### src/rtl/multicycle_ctrl_fsm.sv
`default_nettype none
// ============================================================================
// Module      : multicycle_ctrl_fsm
// Description : Moore control FSM for a multi-cycle RV32I datapath. Decodes
//               opcode/funct3 and sequences fetch, decode, execute, memory
//               and writeback. Memory accesses can stall on a mem_ready
//               handshake with an optional timeout. Illegal instructions and
//               bus timeouts end in a sticky TRAP state that only reset
//               leaves.
// Revision    : 1.0 - initial release
// ----------------------------------------------------------------------------
// Parameters:
//   STATE_W       width of fsm_state debug output (>= 5)
//   MEM_HANDSHAKE 1: FETCH/MEM_READ/MEM_WRITE wait for mem_ready; 0: ignore it
//   MEM_TIMEOUT   wait cycles before bus_error (0 disables, max 255)
//   TRAP_EN       1: illegal instructions trap; 0: treated as NOP (to FETCH)
// Ports:
//   clk, reset                    clock, synchronous active-high reset
//   opcode[6:0], funct3[2:0]      instruction fields from the IR
//   zero_flag, lt_flag, ltu_flag  ALU compare flags for branches
//   mem_ready                     memory finished the current access
//   adr_src                       0 = PC, 1 = ALU result register
//   ir_write, reg_write,
//   pc_update, mem_write,
//   mem_read                      datapath enables
//   pc_src[1:0]                   0 = INCREMENT, 1 = JUMP, 2 = ALU_RESULT
//   branch                        branch-evaluate cycle
//   alu_src_a[1:0]                0 = RD1, 1 = OLD_PC, 2 = ZERO
//   alu_src_b[1:0]                0 = IMM_EXT, 1 = RD2, 2 = constant 4
//   alu_op[2:0]                   000 add, 001 sub/compare, 010 R, 011 I
//   result_src                    0 = ALU_OUT, 1 = DATA
//   illegal_instr, bus_error      sticky trap cause flags
//   fsm_state[STATE_W-1:0]        current state, zero-extended
// ============================================================================
module multicycle_ctrl_fsm #(
  parameter int STATE_W       = 5,
  parameter int MEM_HANDSHAKE = 1,
  parameter int MEM_TIMEOUT   = 255,
  parameter int TRAP_EN       = 1
) (
  input  logic               clk,
  input  logic               reset,
  input  logic [6:0]         opcode,
  input  logic [2:0]         funct3,
  input  logic               zero_flag,
  input  logic               lt_flag,
  input  logic               ltu_flag,
  input  logic               mem_ready,
  output logic               adr_src,
  output logic               ir_write,
  output logic               reg_write,
  output logic               pc_update,
  output logic [1:0]         pc_src,
  output logic               mem_write,
  output logic               mem_read,
  output logic               branch,
  output logic [1:0]         alu_src_a,
  output logic [1:0]         alu_src_b,
  output logic [2:0]         alu_op,
  output logic               result_src,
  output logic               illegal_instr,
  output logic               bus_error,
  output logic [STATE_W-1:0] fsm_state
);

  // Opcodes
  localparam logic [6:0] c_OP_R      = 7'b0110011;
  localparam logic [6:0] c_OP_I      = 7'b0010011;
  localparam logic [6:0] c_OP_LOAD   = 7'b0000011;
  localparam logic [6:0] c_OP_STORE  = 7'b0100011;
  localparam logic [6:0] c_OP_BRANCH = 7'b1100011;
  localparam logic [6:0] c_OP_JAL    = 7'b1101111;
  localparam logic [6:0] c_OP_JALR   = 7'b1100111;
  localparam logic [6:0] c_OP_LUI    = 7'b0110111;
  localparam logic [6:0] c_OP_AUIPC  = 7'b0010111;

  // Datapath select encodings
  localparam logic       c_ADR_PC       = 1'b0;
  localparam logic       c_ADR_RESULT   = 1'b1;
  localparam logic [1:0] c_PC_INCREMENT = 2'd0;
  localparam logic [1:0] c_PC_JUMP      = 2'd1;
  localparam logic [1:0] c_PC_ALU       = 2'd2;
  localparam logic [1:0] c_A_RD1        = 2'd0;
  localparam logic [1:0] c_A_OLD_PC     = 2'd1;
  localparam logic [1:0] c_A_ZERO       = 2'd2;
  localparam logic [1:0] c_B_IMM_EXT    = 2'd0;
  localparam logic [1:0] c_B_RD2        = 2'd1;
  localparam logic [1:0] c_B_FOUR       = 2'd2;
  localparam logic [2:0] c_ALU_ADD      = 3'b000;
  localparam logic [2:0] c_ALU_SUB      = 3'b001;
  localparam logic [2:0] c_ALU_RTYPE    = 3'b010;
  localparam logic [2:0] c_ALU_ITYPE    = 3'b011;
  localparam logic       c_RES_ALU_OUT  = 1'b0;
  localparam logic       c_RES_DATA     = 1'b1;

  localparam logic       c_TIMEOUT_EN   = (MEM_HANDSHAKE != 0) && (MEM_TIMEOUT != 0);
  localparam logic [7:0] c_TIMEOUT_CNT  = 8'(MEM_TIMEOUT);
  localparam logic       c_TRAP_EN      = (TRAP_EN != 0);

  typedef enum logic [3:0] {
    S_FETCH     = 4'd0,
    S_DECODE    = 4'd1,
    S_EXEC_R    = 4'd2,
    S_JAL       = 4'd3,
    S_EXEC_I    = 4'd4,
    S_MEM_ADR   = 4'd5,
    S_ALU_WB    = 4'd6,
    S_MEM_WRITE = 4'd7,
    S_MEM_READ  = 4'd8,
    S_MEM_WB    = 4'd9,
    S_BRANCH    = 4'd10,
    S_LUI       = 4'd11,
    S_AUIPC     = 4'd12,
    S_JALR_CALC = 4'd13,
    S_JALR_LINK = 4'd14,
    S_TRAP      = 4'd15
  } state_t;

  state_t     r_state;
  state_t     w_next;
  logic [7:0] r_wait_cnt;
  logic       r_illegal;
  logic       r_bus_error;

  logic       w_ready;
  logic       w_wait_state;
  logic       w_timeout;
  logic       w_illegal;
  logic       w_taken;

  logic       w_ir_write;
  logic       w_reg_write;
  logic       w_pc_update;
  logic       w_mem_write;
  logic       w_mem_read;

  // Without the handshake every access completes in one cycle.
  assign w_ready      = (MEM_HANDSHAKE == 0) ? 1'b1 : mem_ready;
  assign w_wait_state = (r_state == S_FETCH) || (r_state == S_MEM_READ) ||
                        (r_state == S_MEM_WRITE);
  // A late mem_ready in the timeout cycle still completes the access.
  assign w_timeout    = c_TIMEOUT_EN && w_wait_state && !w_ready &&
                        (r_wait_cnt == c_TIMEOUT_CNT);

  always_comb begin
    w_taken = 1'b0;
    case (funct3)
      3'b000:  w_taken = zero_flag;
      3'b001:  w_taken = !zero_flag;
      3'b100:  w_taken = lt_flag;
      3'b101:  w_taken = !lt_flag;
      3'b110:  w_taken = ltu_flag;
      3'b111:  w_taken = !ltu_flag;
      default: w_taken = 1'b0;
    endcase
  end

  always_comb begin
    w_next       = r_state;
    w_illegal    = 1'b0;
    w_ir_write   = 1'b0;
    w_reg_write  = 1'b0;
    w_pc_update  = 1'b0;
    w_mem_write  = 1'b0;
    w_mem_read   = 1'b0;
    branch       = 1'b0;
    pc_src       = c_PC_INCREMENT;
    adr_src      = c_ADR_PC;
    alu_src_a    = c_A_RD1;
    alu_src_b    = c_B_IMM_EXT;
    alu_op       = c_ALU_ADD;
    result_src   = c_RES_ALU_OUT;

    case (r_state)
      S_FETCH: begin
        w_mem_read  = 1'b1;
        w_ir_write  = w_ready;
        w_pc_update = w_ready;
        if (w_timeout)    w_next = S_TRAP;
        else if (w_ready) w_next = S_DECODE;
      end
      S_DECODE: begin
        // OLD_PC + IMM precomputes the branch/jump target.
        alu_src_a = c_A_OLD_PC;
        case (opcode)
          c_OP_JAL:               w_next = S_JAL;
          c_OP_R:                 w_next = S_EXEC_R;
          c_OP_I:                 w_next = S_EXEC_I;
          c_OP_LOAD, c_OP_STORE:  w_next = S_MEM_ADR;
          c_OP_BRANCH: begin
            if (funct3[2:1] == 2'b01) w_illegal = 1'b1;
            else                      w_next    = S_BRANCH;
          end
          c_OP_AUIPC:             w_next = S_AUIPC;
          c_OP_LUI:               w_next = S_LUI;
          c_OP_JALR:              w_next = S_JALR_CALC;
          default:                w_illegal = 1'b1;
        endcase
        if (w_illegal) w_next = c_TRAP_EN ? S_TRAP : S_FETCH;
      end
      S_EXEC_R: begin
        alu_src_b = c_B_RD2;
        alu_op    = c_ALU_RTYPE;
        w_next    = S_ALU_WB;
      end
      S_EXEC_I: begin
        alu_op = c_ALU_ITYPE;
        w_next = S_ALU_WB;
      end
      S_LUI: begin
        alu_src_a = c_A_ZERO;
        w_next    = S_ALU_WB;
      end
      S_AUIPC: begin
        alu_src_a = c_A_OLD_PC;
        w_next    = S_ALU_WB;
      end
      S_JAL: begin
        // Link value PC+4 is computed while the target is loaded into PC.
        alu_src_a   = c_A_OLD_PC;
        alu_src_b   = c_B_FOUR;
        pc_src      = c_PC_JUMP;
        w_pc_update = 1'b1;
        w_next      = S_ALU_WB;
      end
      S_JALR_CALC: begin
        w_next = S_JALR_LINK;
      end
      S_JALR_LINK: begin
        alu_src_a   = c_A_OLD_PC;
        alu_src_b   = c_B_FOUR;
        pc_src      = c_PC_ALU;
        w_pc_update = 1'b1;
        w_next      = S_ALU_WB;
      end
      S_BRANCH: begin
        alu_src_b   = c_B_RD2;
        alu_op      = c_ALU_SUB;
        branch      = 1'b1;
        w_pc_update = 1'b1;
        pc_src      = w_taken ? c_PC_JUMP : c_PC_INCREMENT;
        w_next      = S_FETCH;
      end
      S_MEM_ADR: begin
        w_next = (opcode == c_OP_STORE) ? S_MEM_WRITE : S_MEM_READ;
      end
      S_MEM_READ: begin
        adr_src    = c_ADR_RESULT;
        w_mem_read = 1'b1;
        if (w_timeout)    w_next = S_TRAP;
        else if (w_ready) w_next = S_MEM_WB;
      end
      S_MEM_WRITE: begin
        adr_src     = c_ADR_RESULT;
        w_mem_write = 1'b1;
        if (w_timeout)    w_next = S_TRAP;
        else if (w_ready) w_next = S_FETCH;
      end
      S_MEM_WB: begin
        result_src  = c_RES_DATA;
        w_reg_write = 1'b1;
        w_next      = S_FETCH;
      end
      S_ALU_WB: begin
        w_reg_write = 1'b1;
        w_next      = S_FETCH;
      end
      S_TRAP: begin
        w_next = S_TRAP;
      end
      default: begin
        w_next = S_TRAP;
      end
    endcase
  end

  always_ff @(posedge clk) begin
    if (reset) begin
      r_state     <= S_FETCH;
      r_wait_cnt  <= 8'd0;
      r_illegal   <= 1'b0;
      r_bus_error <= 1'b0;
    end else begin
      r_state <= w_next;
      if (w_next != r_state)
        r_wait_cnt <= 8'd0;
      else if (w_wait_state && !w_ready && (r_wait_cnt != 8'hFF))
        r_wait_cnt <= r_wait_cnt + 8'd1;
      if ((r_state == S_DECODE) && w_illegal && c_TRAP_EN)
        r_illegal <= 1'b1;
      if (w_timeout)
        r_bus_error <= 1'b1;
    end
  end

  // State may still hold a mid-access value while reset is asserted, so the
  // enables are gated directly rather than waiting for the state to clear.
  assign ir_write      = w_ir_write  & ~reset;
  assign reg_write     = w_reg_write & ~reset;
  assign pc_update     = w_pc_update & ~reset;
  assign mem_write     = w_mem_write & ~reset;
  assign mem_read      = w_mem_read  & ~reset;
  assign illegal_instr = r_illegal;
  assign bus_error     = r_bus_error;
  assign fsm_state     = {{(STATE_W-4){1'b0}}, r_state};

endmodule
`default_nettype wire

### config.mk
export PLATFORM = sky130hd
export DESIGN_NAME = multicycle_ctrl_fsm
export DESIGN_NICKNAME = d
export VERILOG_FILES = /design/src/rtl/multicycle_ctrl_fsm.sv
export SDC_FILE = /design/constraint.sdc
export NUM_CORES = 1
export LEC_CHECK = 0
export ABC_AREA = 0
export CAP_MARGIN = 10
export CORE_UTILIZATION = 32
export DETAILED_ROUTE_END_ITERATION = 10
export PLACE_DENSITY_LB_ADDON = 0.1
export SETUP_SLACK_MARGIN = 0.2
export SKIP_LAST_GASP = 1
export SLEW_MARGIN = 40
export SYNTH_ARGS = -nofsm -noshare
export SYNTH_HDL_FRONTEND = slang
export SYNTH_SLANG_ARGS = --single-unit
### constraint.sdc
create_clock -name clk -period 2 [get_ports clk]
set_input_delay 0.2 -clock clk [delete_from_list [all_inputs] [get_ports clk]]
set_output_delay 0.2 -clock clk [all_outputs]
set_load 0.005 [all_outputs]
==> metrics.md <==
| Metric | Value |
|---|---|
| Commonest non-fill, non-tap cell in the layout | buf_4 |
| R2R depth | 7 |
| Max IR drop VDD | 699 uV |
| First-pass GRT wire length | 6760 um |
| First-pass DRT Iterations | 4 |
| Initial DRC Count | 41 |
| Layout area overhead | 64.7% |
| Req. time, crit path | 2.14 ns |
| Final worst-path cycle share | 0.972 |
| Worst hold margin | 0.478 ns |
| Placed insts | 278 |
| Arr. time, crit path | 2.08 ns |
| Top Metal Used | met4 |
| Largest area contributor in the synthesized netlist | dfxtp_1 |
| Worst-path clk slew | 0.06 ns |
| Nets | 261 |
| IO Pins | 40 |
| Clk root buf | clkbuf_8 |
| Met3 wire length | 164 um |
| Initial antenna violation count | 0 |
| CP Max Fanout | 8 |
| TritonCTS clock tree | done |
| Htree depth | 1 |
| Status | complete, no violations |
| Hold_sp | bus_error |
| Drt drc | 0 |
| Met2 WL post-DR | 2020 um |
| Hold path depth | 2 |
| CP peak stage delay | 0.41 ns |
| CP max-delay cell | or3_4 |
| Sequential fraction of the synthesis area | 0.212 |
| Hold Path End | bus_error |
| Area contributors post-synth | dfxtp_1 21%, nor2_1 9.1%, buf_6 4.3% |
| CTS buffer count | 3 |
| Async SR Flop Fraction | 0 |
| Mean Syn Cell Area | 7.77 um2 |
| DIE HEIGHT | 66.3 um |
| Yosys warning total | 0 |
| R2R Path Start | r_state[2] |
| Max Clock Freq | 0.514 GHz |
| Cell Rows | 22 |
| Global route total overflow | 0 |
| Tmin final | 1.94 ns |
| CTS Buffer Depth | 2 |
| Setup CP Type | reg2reg |
| Crit. End Element | flip-flop |
| Synth Flop Type | dfxtp_1 |
| DR vias | 1508 |
| Fillers | 342 |
| Leak | 0.954 nW |
| Netlist cell types | 56 |
| Worst Hold Class | reg2reg |
| Gpl congestion | 0.816 |
| CP Launch Type | flip-flop |
| Area post-placement | 1960 um2 |
| Max cap viols | 0 |
| Max Slew Vio Count | 0 |
| Syn Inst Count | 170 |
| Setup violations, final | 0 |
| Post-synth top area share | 0.212 |
| Hold Vio Cnt, Final | 0 |
| Clk_lat worst skew | 0.24 ns |
| FF+latch count, synth | 14 |
| Clk_skew | 0.00171 ns |
| Core outline area | 3800 um2 |
| Routed wire per std cell | 13.8 um |
| Setup ws final | 0.0552 ns |
| CP Cell Sequence | or3_4, a2111oi_4, buf_4, a22oi_2, and4_4, nand4_4, nor2_1 |
| Post-CTS Hold Fix Bufs | 0 |
| Gr usage total | 0.198 |
| Worst reg2reg path endpoint | r_wait_cnt[4] |
| Initial core utilization | 0.348 |
| Reg2reg setup slack | 0.06 ns |
| Post-route ant nets | 0 |
| CP bufs+invs | 1 |
| Number of flops mapped to enable cells by yosys | 0 |
| Largest net degree at the start of global routing | 11 |
| Post-Route WL | 4030 um |
| Vias in the first global route | 1563 |
| Post-route design area | 2180 um2 |
| Mean number of vias per cell | 5.18 |
| Layout cell share with drive strength beyond 1 | 0.358 |
| Clock tree sinks | 14 |
| Die area | 4390 um2 |
| Antenna cell count | 0 |
| Port bufs | 37 |
| Post-place setup slack | -0.403 ns |
| Dpl hpwl | 3140 um |
| Pwr/cell area | 1020 nW/um2 |
| Crit path max-delay family | simple AND/OR/NAND/NOR gates |
| Mapped Area | 1320 um2 |
| Final non-filler cell total | 291 |
| Wl on met1 | 1820 um |
| Width of the chip | 66.3 um |
| Most used cells in the layout excluding fill and tap cells | 40 x buf_4, 25 x nor2_1, 18 x clkdlybuf4s50_1 |
| RSZ-0062 raised after global routing | true |
-- what timing repair did --
action	4_1_cts	5_1_grt
resized for setup	36	20
setup endpoints to repair	27	21
gates cloned	0	0
buffers inserted	9	0
pin swaps	16	7
-- worst register-to-register path: cells and delay by family (launching register included) --
family	cells	cell delay, ns
AND/OR/NAND/NOR	4	0.82
AO/OA/AOI/OAI	2	0.45
flip-flops	1	0.37
buffers and inverters	1	0.19
-- logic make-up (layout without fill, tap and decap cells) --
logic type               count (synthesis)  after routing  share of synthesized area
AND/OR/NAND/NOR                         84             84                      0.355
AO/OA/AOI/OAI                           36             36                      0.222
buffers and inverters                   19             91                     0.0909
flip-flops                              14             14                      0.212
XOR/XNOR                                 9              9                     0.0597
multiplexers                             6              6                     0.0483
adder cells (fa/ha/maj)                  1              1                    0.00947
other                                    1              2                    0.00284
-- worst max path at each step --
stage | start | endpoint | slack [ns] | depth (start not counted)
floorplan | opcode[2] | r_wait_cnt[0] | 0.16 | 7
global placement | opcode[6] | r_wait_cnt[2] | -0.35 | 7
detailed placement | opcode[6] | r_wait_cnt[3] | -0.40 | 7
CTS | funct3[2] | pc_src[0] | -0.01 | 8
global route | r_state[2] | r_wait_cnt[4] | -0.002 | 7
finish | r_state[2] | r_wait_cnt[4] | 0.06 | 7
-- where the power goes --
| part | internal, mW | total (mW) | switching (mW) |
|---|---|---|---|
| Combinational | 0.825 | 1.54 | 0.715 |
| Sequential | 0.337 | 0.412 | 0.0751 |
| Clock | 0.174 | 0.275 | 0.100 |
| Total | 1.34 | 2.23 | 0.891 |
-- metrics by stage --
stage / setup TNS, ns / power (mW) / util
global placement: -3.74 / 1.74 / 0.515
CTS: -0.0111 / 2.16 / 0.558
global route: -0.00158 / 2.39 / 0.573
floorplan: 0 / 1.22 / -
detailed placement: -4.25 / 1.76 / 0.515
finish: 0 / 2.23 / 0.573
-- layout make-up --
type	count	area (um2)	share of cell area
multi-input combinational	138	1050	0.481
timing repair buffer	80	693	0.319
sequential	14	293	0.135
tap	48	60.1	0.0276
clock buffer	4	55.1	0.0253
inverter	7	28.8	0.0132
-- flip-flops by register name, summed over array words and instances (netlist names) --
name and flops:
r_state 4, illegal_instr 1, r_wait_cnt 8, bus_error 1
-- cells in the mapped netlist, types with 2 or more instances --
cell / n
nor2_1: 32
dfxtp_1: 14
nand2_1: 13
inv_1: 7
a21oi_1: 6
xor2_1: 6
buf_6: 5
nand3_1: 5
o21ai_0: 5
clkbuf_1: 4
nand4_1: 4
and3_1: 3
buf_4: 3
mux2_2: 3
mux2i_1: 3
nor3_1: 3
o21a_1: 3
xnor2_1: 3
a2bb2oi_1: 2
a31oi_1: 2
and4_1: 2
nand2b_1: 2
nand4b_1: 2
nor2b_1: 2
nor4_1: 2
o31ai_1: 2
o41ai_2: 2
or3_4: 2
-- metal layers --
layer,vias to the layer above,global-route usage
met4,0,0.0399
met1,699,0.244
met2,40,0.358
li1,765,-
met3,4,0.0328
met5,-,0
Note: power is estimated with default switching activity, not from simulation.
